## config.mk

```make
export PLATFORM = sky130hd
export DESIGN_NAME = reg_scoreboard_flat
export DESIGN_NICKNAME = d
export VERILOG_FILES = /design/src/rtl/reg_scoreboard_if.sv /design/src/rtl/reg_scoreboard.sv /design/src/flat_wrapper.sv
export SDC_FILE = /design/constraint.sdc
export NUM_CORES = 1
export LEC_CHECK = 0
export ABC_AREA = 1
export BUFFER_PORTS_ARGS = -buffer_cell sky130_fd_sc_hd__buf_2
export CAP_MARGIN = 30
export CORE_UTILIZATION = 30
export CTS_CLUSTER_SIZE = 40
export DETAILED_ROUTE_END_ITERATION = 7
export PLACE_DENSITY = 0.58
export SLEW_MARGIN = 20
export SYNTH_ARGS = -nofsm -noshare
export SYNTH_HDL_FRONTEND = slang
export SYNTH_SLANG_ARGS = --single-unit
```

## constraint.sdc

```tcl
create_clock -name clk -period 2.8 [get_ports clk]
set_clock_uncertainty 0.15 [all_clocks]
set_input_delay 0.56 -clock clk [delete_from_list [all_inputs] [get_ports clk]]
set_output_delay 0.56 -clock clk [all_outputs]
set_load 0.01 [all_outputs]
```

## src/rtl/reg_scoreboard_if.sv

```systemverilog
// Issue/writeback/flush bundle between the decode stage and the register scoreboard.
// The decode stage drives the request side; the scoreboard answers with the hazard and occupancy outputs.
interface reg_scoreboard_if;
  logic        issue_valid;
  logic        issue_wen;
  logic [4:0]  issue_rd;
  logic [4:0]  issue_rs1;
  logic [4:0]  issue_rs2;
  logic        rs1_used;
  logic        rs2_used;
  logic        wb_valid;
  logic [4:0]  wb_rd;
  logic        flush;
  logic        stall;
  logic        issue_fire;
  logic [31:0] pending;
  logic [6:0]  inflight;
  logic        err_underflow;

  modport master (
    output issue_valid, issue_wen, issue_rd, issue_rs1, issue_rs2,
           rs1_used, rs2_used, wb_valid, wb_rd, flush,
    input  stall, issue_fire, pending, inflight, err_underflow
  );

  modport slave (
    input  issue_valid, issue_wen, issue_rd, issue_rs1, issue_rs2,
           rs1_used, rs2_used, wb_valid, wb_rd, flush,
    output stall, issue_fire, pending, inflight, err_underflow
  );
endinterface

```

## src/rtl/reg_scoreboard.sv

```systemverilog
// Register scoreboard: a 2-bit in-flight producer count per architectural register,
// a combinational issue stall, and a sticky writeback-underflow flag.
module reg_scoreboard (
  input  logic             clk,
  input  logic             rst_n,
  reg_scoreboard_if.slave  sb
);

  logic [1:0] cnt_q [32];
  logic [1:0] cnt_d [32];
  logic [6:0] inflight_q, inflight_d;
  logic       err_q, err_d;

  logic [1:0] c_rs1, c_rs2, c_rd, c_wb;
  logic       rs1_haz, rs2_haz, full_haz;
  logic       stall, fire, inc_en, dec_en, under;

  always_comb begin
    c_rs1 = cnt_q[sb.issue_rs1];
    c_rs2 = cnt_q[sb.issue_rs2];
    c_rd  = cnt_q[sb.issue_rd];
    c_wb  = cnt_q[sb.wb_rd];

    // A retiring last producer in the same cycle releases the source hazard.
    rs1_haz  = sb.rs1_used && (sb.issue_rs1 != 5'd0) && (c_rs1 != 2'd0) &&
               !(sb.wb_valid && (sb.wb_rd == sb.issue_rs1) && (c_rs1 == 2'd1));
    rs2_haz  = sb.rs2_used && (sb.issue_rs2 != 5'd0) && (c_rs2 != 2'd0) &&
               !(sb.wb_valid && (sb.wb_rd == sb.issue_rs2) && (c_rs2 == 2'd1));
    full_haz = sb.issue_wen && (sb.issue_rd != 5'd0) && (c_rd == 2'd3) &&
               !(sb.wb_valid && (sb.wb_rd == sb.issue_rd));

    stall  = sb.issue_valid && (rs1_haz || rs2_haz || full_haz) && !sb.flush;
    fire   = sb.issue_valid && !stall;
    inc_en = fire && sb.issue_wen && (sb.issue_rd != 5'd0);
    dec_en = sb.wb_valid && (sb.wb_rd != 5'd0) && (c_wb != 2'd0);
    under  = sb.wb_valid && (sb.wb_rd != 5'd0) && (c_wb == 2'd0);
  end

  always_comb begin
    for (int r = 0; r < 32; r++) begin
      cnt_d[r] = cnt_q[r];
      if (sb.flush || r == 0) begin
        cnt_d[r] = 2'd0;
      end else begin
        if (inc_en && (sb.issue_rd == r[4:0]) && !(dec_en && (sb.wb_rd == r[4:0])))
          cnt_d[r] = cnt_q[r] + 2'd1;
        else if (dec_en && (sb.wb_rd == r[4:0]) && !(inc_en && (sb.issue_rd == r[4:0])))
          cnt_d[r] = cnt_q[r] - 2'd1;
      end
    end
    inflight_d = sb.flush ? 7'd0 : (inflight_q + {6'd0, inc_en} - {6'd0, dec_en});
    err_d      = err_q | under;
  end

  always_ff @(posedge clk or negedge rst_n) begin
    if (!rst_n) begin
      for (int r = 0; r < 32; r++) cnt_q[r] <= 2'd0;
      inflight_q <= 7'd0;
      err_q      <= 1'b0;
    end else begin
      for (int r = 0; r < 32; r++) cnt_q[r] <= cnt_d[r];
      inflight_q <= inflight_d;
      err_q      <= err_d;
    end
  end

  generate
    for (genvar gi = 0; gi < 32; gi++) begin : g_pend
      assign sb.pending[gi] = (cnt_q[gi] != 2'd0);
    end
  endgenerate

  assign sb.stall         = stall;
  assign sb.issue_fire    = fire;
  assign sb.inflight      = inflight_q;
  assign sb.err_underflow = err_q;

endmodule

```

## src/flat_wrapper.sv

```systemverilog
// flat-port wrapper written by rule: the top's interface ports become plain ports
module reg_scoreboard_flat 
  (clk, rst_n, sb_issue_valid, sb_issue_wen, sb_issue_rd, sb_issue_rs1, sb_issue_rs2, sb_rs1_used, sb_rs2_used, sb_wb_valid, sb_wb_rd, sb_flush, sb_stall, sb_issue_fire, sb_pending, sb_inflight, sb_err_underflow);
  reg_scoreboard_if sb_i ();
  input  logic clk;
  input  logic rst_n;
  input wire logic [$bits(sb_i.issue_valid)-1:0] sb_issue_valid;
  input wire logic [$bits(sb_i.issue_wen)-1:0] sb_issue_wen;
  input wire logic [$bits(sb_i.issue_rd)-1:0] sb_issue_rd;
  input wire logic [$bits(sb_i.issue_rs1)-1:0] sb_issue_rs1;
  input wire logic [$bits(sb_i.issue_rs2)-1:0] sb_issue_rs2;
  input wire logic [$bits(sb_i.rs1_used)-1:0] sb_rs1_used;
  input wire logic [$bits(sb_i.rs2_used)-1:0] sb_rs2_used;
  input wire logic [$bits(sb_i.wb_valid)-1:0] sb_wb_valid;
  input wire logic [$bits(sb_i.wb_rd)-1:0] sb_wb_rd;
  input wire logic [$bits(sb_i.flush)-1:0] sb_flush;
  output wire logic [$bits(sb_i.stall)-1:0] sb_stall;
  output wire logic [$bits(sb_i.issue_fire)-1:0] sb_issue_fire;
  output wire logic [$bits(sb_i.pending)-1:0] sb_pending;
  output wire logic [$bits(sb_i.inflight)-1:0] sb_inflight;
  output wire logic [$bits(sb_i.err_underflow)-1:0] sb_err_underflow;
  assign sb_i.issue_valid = sb_issue_valid;
  assign sb_i.issue_wen = sb_issue_wen;
  assign sb_i.issue_rd = sb_issue_rd;
  assign sb_i.issue_rs1 = sb_issue_rs1;
  assign sb_i.issue_rs2 = sb_issue_rs2;
  assign sb_i.rs1_used = sb_rs1_used;
  assign sb_i.rs2_used = sb_rs2_used;
  assign sb_i.wb_valid = sb_wb_valid;
  assign sb_i.wb_rd = sb_wb_rd;
  assign sb_i.flush = sb_flush;
  assign sb_stall = sb_i.stall;
  assign sb_issue_fire = sb_i.issue_fire;
  assign sb_pending = sb_i.pending;
  assign sb_inflight = sb_i.inflight;
  assign sb_err_underflow = sb_i.err_underflow;
  reg_scoreboard u_core (.clk(clk), .rst_n(rst_n), .sb(sb_i));
endmodule
```

==> run_summary.xml <==
<?xml version="1.0" encoding="UTF-8"?>
<metrics>
  <group name="finish">
    <metric name="final_cells" unit="">2022</metric>
    <metric name="fin_util" unit="%">47.9</metric>
    <metric name="area_growth_syn_to_layout" unit="%">54.8</metric>
    <metric name="share_of_post_route_cells_with_drive_strength_above_1" unit="%">33.3</metric>
    <metric name="mostFrequentLayoutCell" unit="">sky130_fd_sc_hd__nand2_1</metric>
    <metric name="stdcell_area" unit="um^2">11700</metric>
    <metric name="layout.cells.most_common_list" unit="">sky130_fd_sc_hd__nand2_1 (470), sky130_fd_sc_hd__buf_4 (237), sky130_fd_sc_hd__inv_1 (168)</metric>
    <metric name="antenna_cells_inserted" unit="">0</metric>
    <metric name="finalNetCount" unit="">1729</metric>
  </group>
  <group name="setup_path">
    <metric name="worst_path_largest_cell_delay" unit="ns">0.38</metric>
    <metric name="r2r_slack" unit="ns">-0.42</metric>
    <metric name="critPathBufInv" unit="">9</metric>
    <metric name="path_common_cell" unit="">sky130_fd_sc_hd__inv_2</metric>
    <metric name="cp_slowest_cell" unit="">sky130_fd_sc_hd__fa_2</metric>
    <metric name="critical-path-top-delay-family" unit="">buffers and inverters</metric>
    <metric name="worstPathArrival" unit="ns">3.34</metric>
    <metric name="cp_cell_sequence" unit="">buf_8 -&gt; buf_8 -&gt; nor2_4 -&gt; inv_4 -&gt; buf_12 -&gt; o221ai_2 -&gt; a21oi_2 -&gt; nand2_2 -&gt; nand3_2 -&gt; inv_2 -&gt; ha_4 -&gt; inv_2 -&gt; ha_4 -&gt; inv_2 -&gt; fa_2 -&gt; o31ai_4 -&gt; nand2_1 -&gt; inv_2 -&gt; nor2_1 -&gt; inv_1 -&gt; a21oi_2 -&gt; xor2_1 -&gt; nor2_1</metric>
    <metric name="worst-setup-path-type" unit="">in2reg</metric>
    <metric name="worst_ep_required_time" unit="ns">2.87</metric>
    <metric name="largest_fanout_of_any_net_on_the_critical_path" unit="">4</metric>
    <metric name="critical_path.endpoint_type" unit="">register</metric>
    <metric name="timing.critical_path.from_type" unit="">primary input</metric>
  </group>
  <group name="placed_design">
    <metric name="detailed_place.area" unit="um^2">9980</metric>
    <metric name="detailedPlacementHpwl" unit="mm">25.3</metric>
    <metric name="numPlacedInstances" unit="">1963</metric>
    <metric name="routabilityCongestion" unit="">1.03</metric>
    <metric name="io_buf_count" unit="">68</metric>
  </group>
  <group name="run_status">
    <metric name="outcome" unit="">complete, but fails checks</metric>
    <metric name="failing_checks" unit="">setup timing</metric>
  </group>
  <group name="clock_tree">
    <metric name="ctsHtreeMaxLevel" unit="">3</metric>
    <metric name="clock_insertion_delay_worst_skew" unit="ns">0.35</metric>
    <metric name="cts_tree" unit="">built</metric>
    <metric name="clock_sinks" unit="">70</metric>
    <metric name="clkSlewWorstSetupHoldPaths" unit="ns">0.06</metric>
    <metric name="clk_root_buffer_cell" unit="">sky130_fd_sc_hd__clkbuf_16</metric>
    <metric name="tritoncts.num_buffers" unit="">9</metric>
    <metric name="cts_buffer_depth" unit="">2</metric>
  </group>
  <group name="power">
    <metric name="comb_power_share" unit="%">53.5</metric>
    <metric name="power.switching" unit="mW">2.70</metric>
    <metric name="total_leakage_power" unit="nW">6.23</metric>
    <metric name="power.share.sequential" unit="%">24.7</metric>
    <metric name="design_power_total" unit="mW">6.39</metric>
    <metric name="power_switching_share" unit="%">42.3</metric>
    <metric name="power.ir.vdd_worst" unit="mV">0.306</metric>
    <metric name="power_density" unit="nW/um^2">544</metric>
    <metric name="power.share.clock" unit="%">21.8</metric>
    <metric name="internal_power" unit="mW">3.69</metric>
  </group>
  <group name="global_route">
    <metric name="grt_util_all_layers" unit="%">25.8</metric>
    <metric name="global_route.overflow_total" unit="">0</metric>
    <metric name="antenna_found_initial" unit="">0</metric>
    <metric name="global_route_wire_length_before_repair" unit="mm">51.7</metric>
    <metric name="first_global_vias" unit="">9636</metric>
    <metric name="grt_max_degree" unit="">125</metric>
  </group>
  <group name="sta">
    <metric name="rsz0062_at_grt" unit="">yes</metric>
    <metric name="timing.final.max_slew_violations" unit="">0</metric>
    <metric name="fin_crit_sh" unit="%">117</metric>
    <metric name="setup-tns-final" unit="ns">-3.95</metric>
    <metric name="slew_at_the_pin_closest_to_its_max_slew_limit" unit="ns">0.589</metric>
    <metric name="max_freq" unit="GHz">0.306</metric>
    <metric name="setup_viol" unit="">60</metric>
    <metric name="maxSlewHeadroom" unit="%">60.6</metric>
    <metric name="setup_slack" unit="ns">-0.464</metric>
    <metric name="period_needed" unit="ns">3.26</metric>
    <metric name="final_hold_viol_count" unit="">0</metric>
  </group>
  <group name="synthesis">
    <metric name="ys.warnings.count" unit="">0</metric>
    <metric name="syn_nets" unit="">1432</metric>
    <metric name="syn_avg_cell_area" unit="um^2">5.44</metric>
    <metric name="syn-instance-count" unit="">1396</metric>
    <metric name="synth_area" unit="um^2">7590</metric>
    <metric name="yosys_register_bits" unit="">70</metric>
    <metric name="portion_of_the_post_synthesis_area_used_by_sequential_elements" unit="%">23.1</metric>
    <metric name="synth_cell_types" unit="">34</metric>
  </group>
  <group name="floorplan">
    <metric name="initial_utilization" unit="%">30.9</metric>
    <metric name="die_height" unit="um">161</metric>
    <metric name="num_rows" unit="">57</metric>
    <metric name="die_area" unit="um^2">25900</metric>
    <metric name="die-width" unit="um">161</metric>
    <metric name="boundaryPins" unit="">70</metric>
    <metric name="design.core.area" unit="um^2">24500</metric>
  </group>
  <group name="route">
    <metric name="post_drt_via_cell_ratio" unit="">5.13</metric>
    <metric name="detail_route.wirelength" unit="mm">34.2</metric>
    <metric name="drtPass1Iterations" unit="">7</metric>
    <metric name="avgRoutedWirePerCell" unit="um">16.9</metric>
    <metric name="antenna_violating_nets_post_route" unit="">0</metric>
    <metric name="dr_total_vias" unit="">10400</metric>
    <metric name="drt_drc_violations_left" unit="">0</metric>
    <metric name="drt-initial-drc-count" unit="">955</metric>
  </group>
  <group name="worst_hold_path">
    <metric name="min-delay-path-class" unit="">reg2reg</metric>
  </group>
  <group name="job">
    <metric name="max_cap_violations" unit="">0</metric>
  </group>
</metrics>
[state kept, by name, summed over array words and instances, names as in the netlist]
name and cells:
u_core.cnt_q 62, u_core.sb.inflight 7, u_core.sb.err_underflow 1
[layer usage]
| metal | routed length (um) | part of all wire (%) | vias up | GRT usage (%) |
|---|---|---|---|---|
| met5 | 0 | 0 | - | 0 |
| met4 | 879 | 2.6 | 0 | 8.36 |
| li1 | - | - | 5028 | - |
| met1 | 14900 | 44 | 4799 | 35.1 |
| met2 | 15300 | 45 | 489 | 40.7 |
| met3 | 3090 | 9.0 | 65 | 4.98 |
[what timing repair did]
action                                 CTS  global route
resized for setup                      108           193
cloned                                   5             1
setup endpoints to repair               65            69
endpoints found under the hold margin    3             0
pin swaps                               29            64
setup buffers                           25            26
hold buffers                             1             0
[power groups by stage]
| stage | clock network [mW] | registers, mW | logic (mW) |
|---|---|---|---|
| 5_1_grt | 1.45 | 1.60 | 3.77 |
| 4_1_cts | 1.40 | 1.54 | 3.24 |
| 6_report | 1.39 | 1.58 | 3.42 |
| 3_3_place_gp | 0 | 1.55 | 3.00 |
| 3_5_place_dp | 0 | 1.55 | 3.02 |
| 2_1_floorplan | 0 | 1.48 | 1.59 |
[synth_stat cells, drive strengths merged]
library cell	instances	area [um^2]
nand4	63	394
o21ai	47	235
nand3b	10	75.1
nand3	160	806
fa	1	20.0
clkbuf	12	45.0
conb	1	3.75
nor3	5	25.0
xor2	5	43.8
xnor2	3	26.3
o31ai	1	7.51
o21bai	8	63.8
inv	199	747
a21o	1	7.51
buf	44	238
ha	7	87.6
nand2	523	1970
o221ai	3	26.3
a21oi	28	140
o22ai	13	81.3
a22oi	1	7.51
clkinv	5	18.8
o211ai	11	82.6
nor2	175	682
dfrtp	70	1750
[through the flow]
step                hold WS (ns)  worst slack [ns]
floorplan                  0.114            -0.537
global placement           0.364            -0.968
CTS                        0.382            -0.405
global route               0.391            -0.553
detailed placement         0.359            -0.966
finish                     0.378            -0.464
[cells by family (layout without fill, tap and decap cells)]
logic type / after synthesis / after routing / share of synthesized area, %
other cells: 1 / 1 / 0.0494
compound gates: 113 / 113 / 8.59
flops: 70 / 70 / 23.1
xor+xnor: 8 / 8 / 0.923
fa+ha+maj: 8 / 8 / 1.42
buf+inv: 260 / 561 / 13.8
simple gates: 936 / 937 / 52.1
[worst paths after layout]
kind	end	cells after the start	from
min reg2reg	u_core.sb.err_underflow$_DFF_PN0_	1	u_core.sb.err_underflow$_DFF_PN0_
min	u_core.sb.err_underflow$_DFF_PN0_	1	u_core.sb.err_underflow$_DFF_PN0_
min in group asynchronous	u_core.sb.inflight[2]$_DFF_PN0_	2	rst_n
max	u_core.sb.inflight[6]$_DFF_PN0_	23	sb_wb_rd[1]
max in group asynchronous	u_core.cnt_q[37]$_DFFE_PN0P_	3	rst_n
max reg2reg	u_core.sb.inflight[6]$_DFF_PN0_	22	u_core.cnt_q[59]$_DFFE_PN0P_
[final cells by class]
class / instances / area (um^2)
flip-flops and latches: 70 / 1770
clock buffers: 11 / 243
repair buffers: 339 / 2740
fillers: 2518 / 12800
multi-input cells: 1067 / 5670
well taps: 324 / 405
repair inverters: 2 / 12.5
clock inverters: 5 / 106
inverters: 204 / 798
Note: power is estimated with default switching activity, not from simulation.
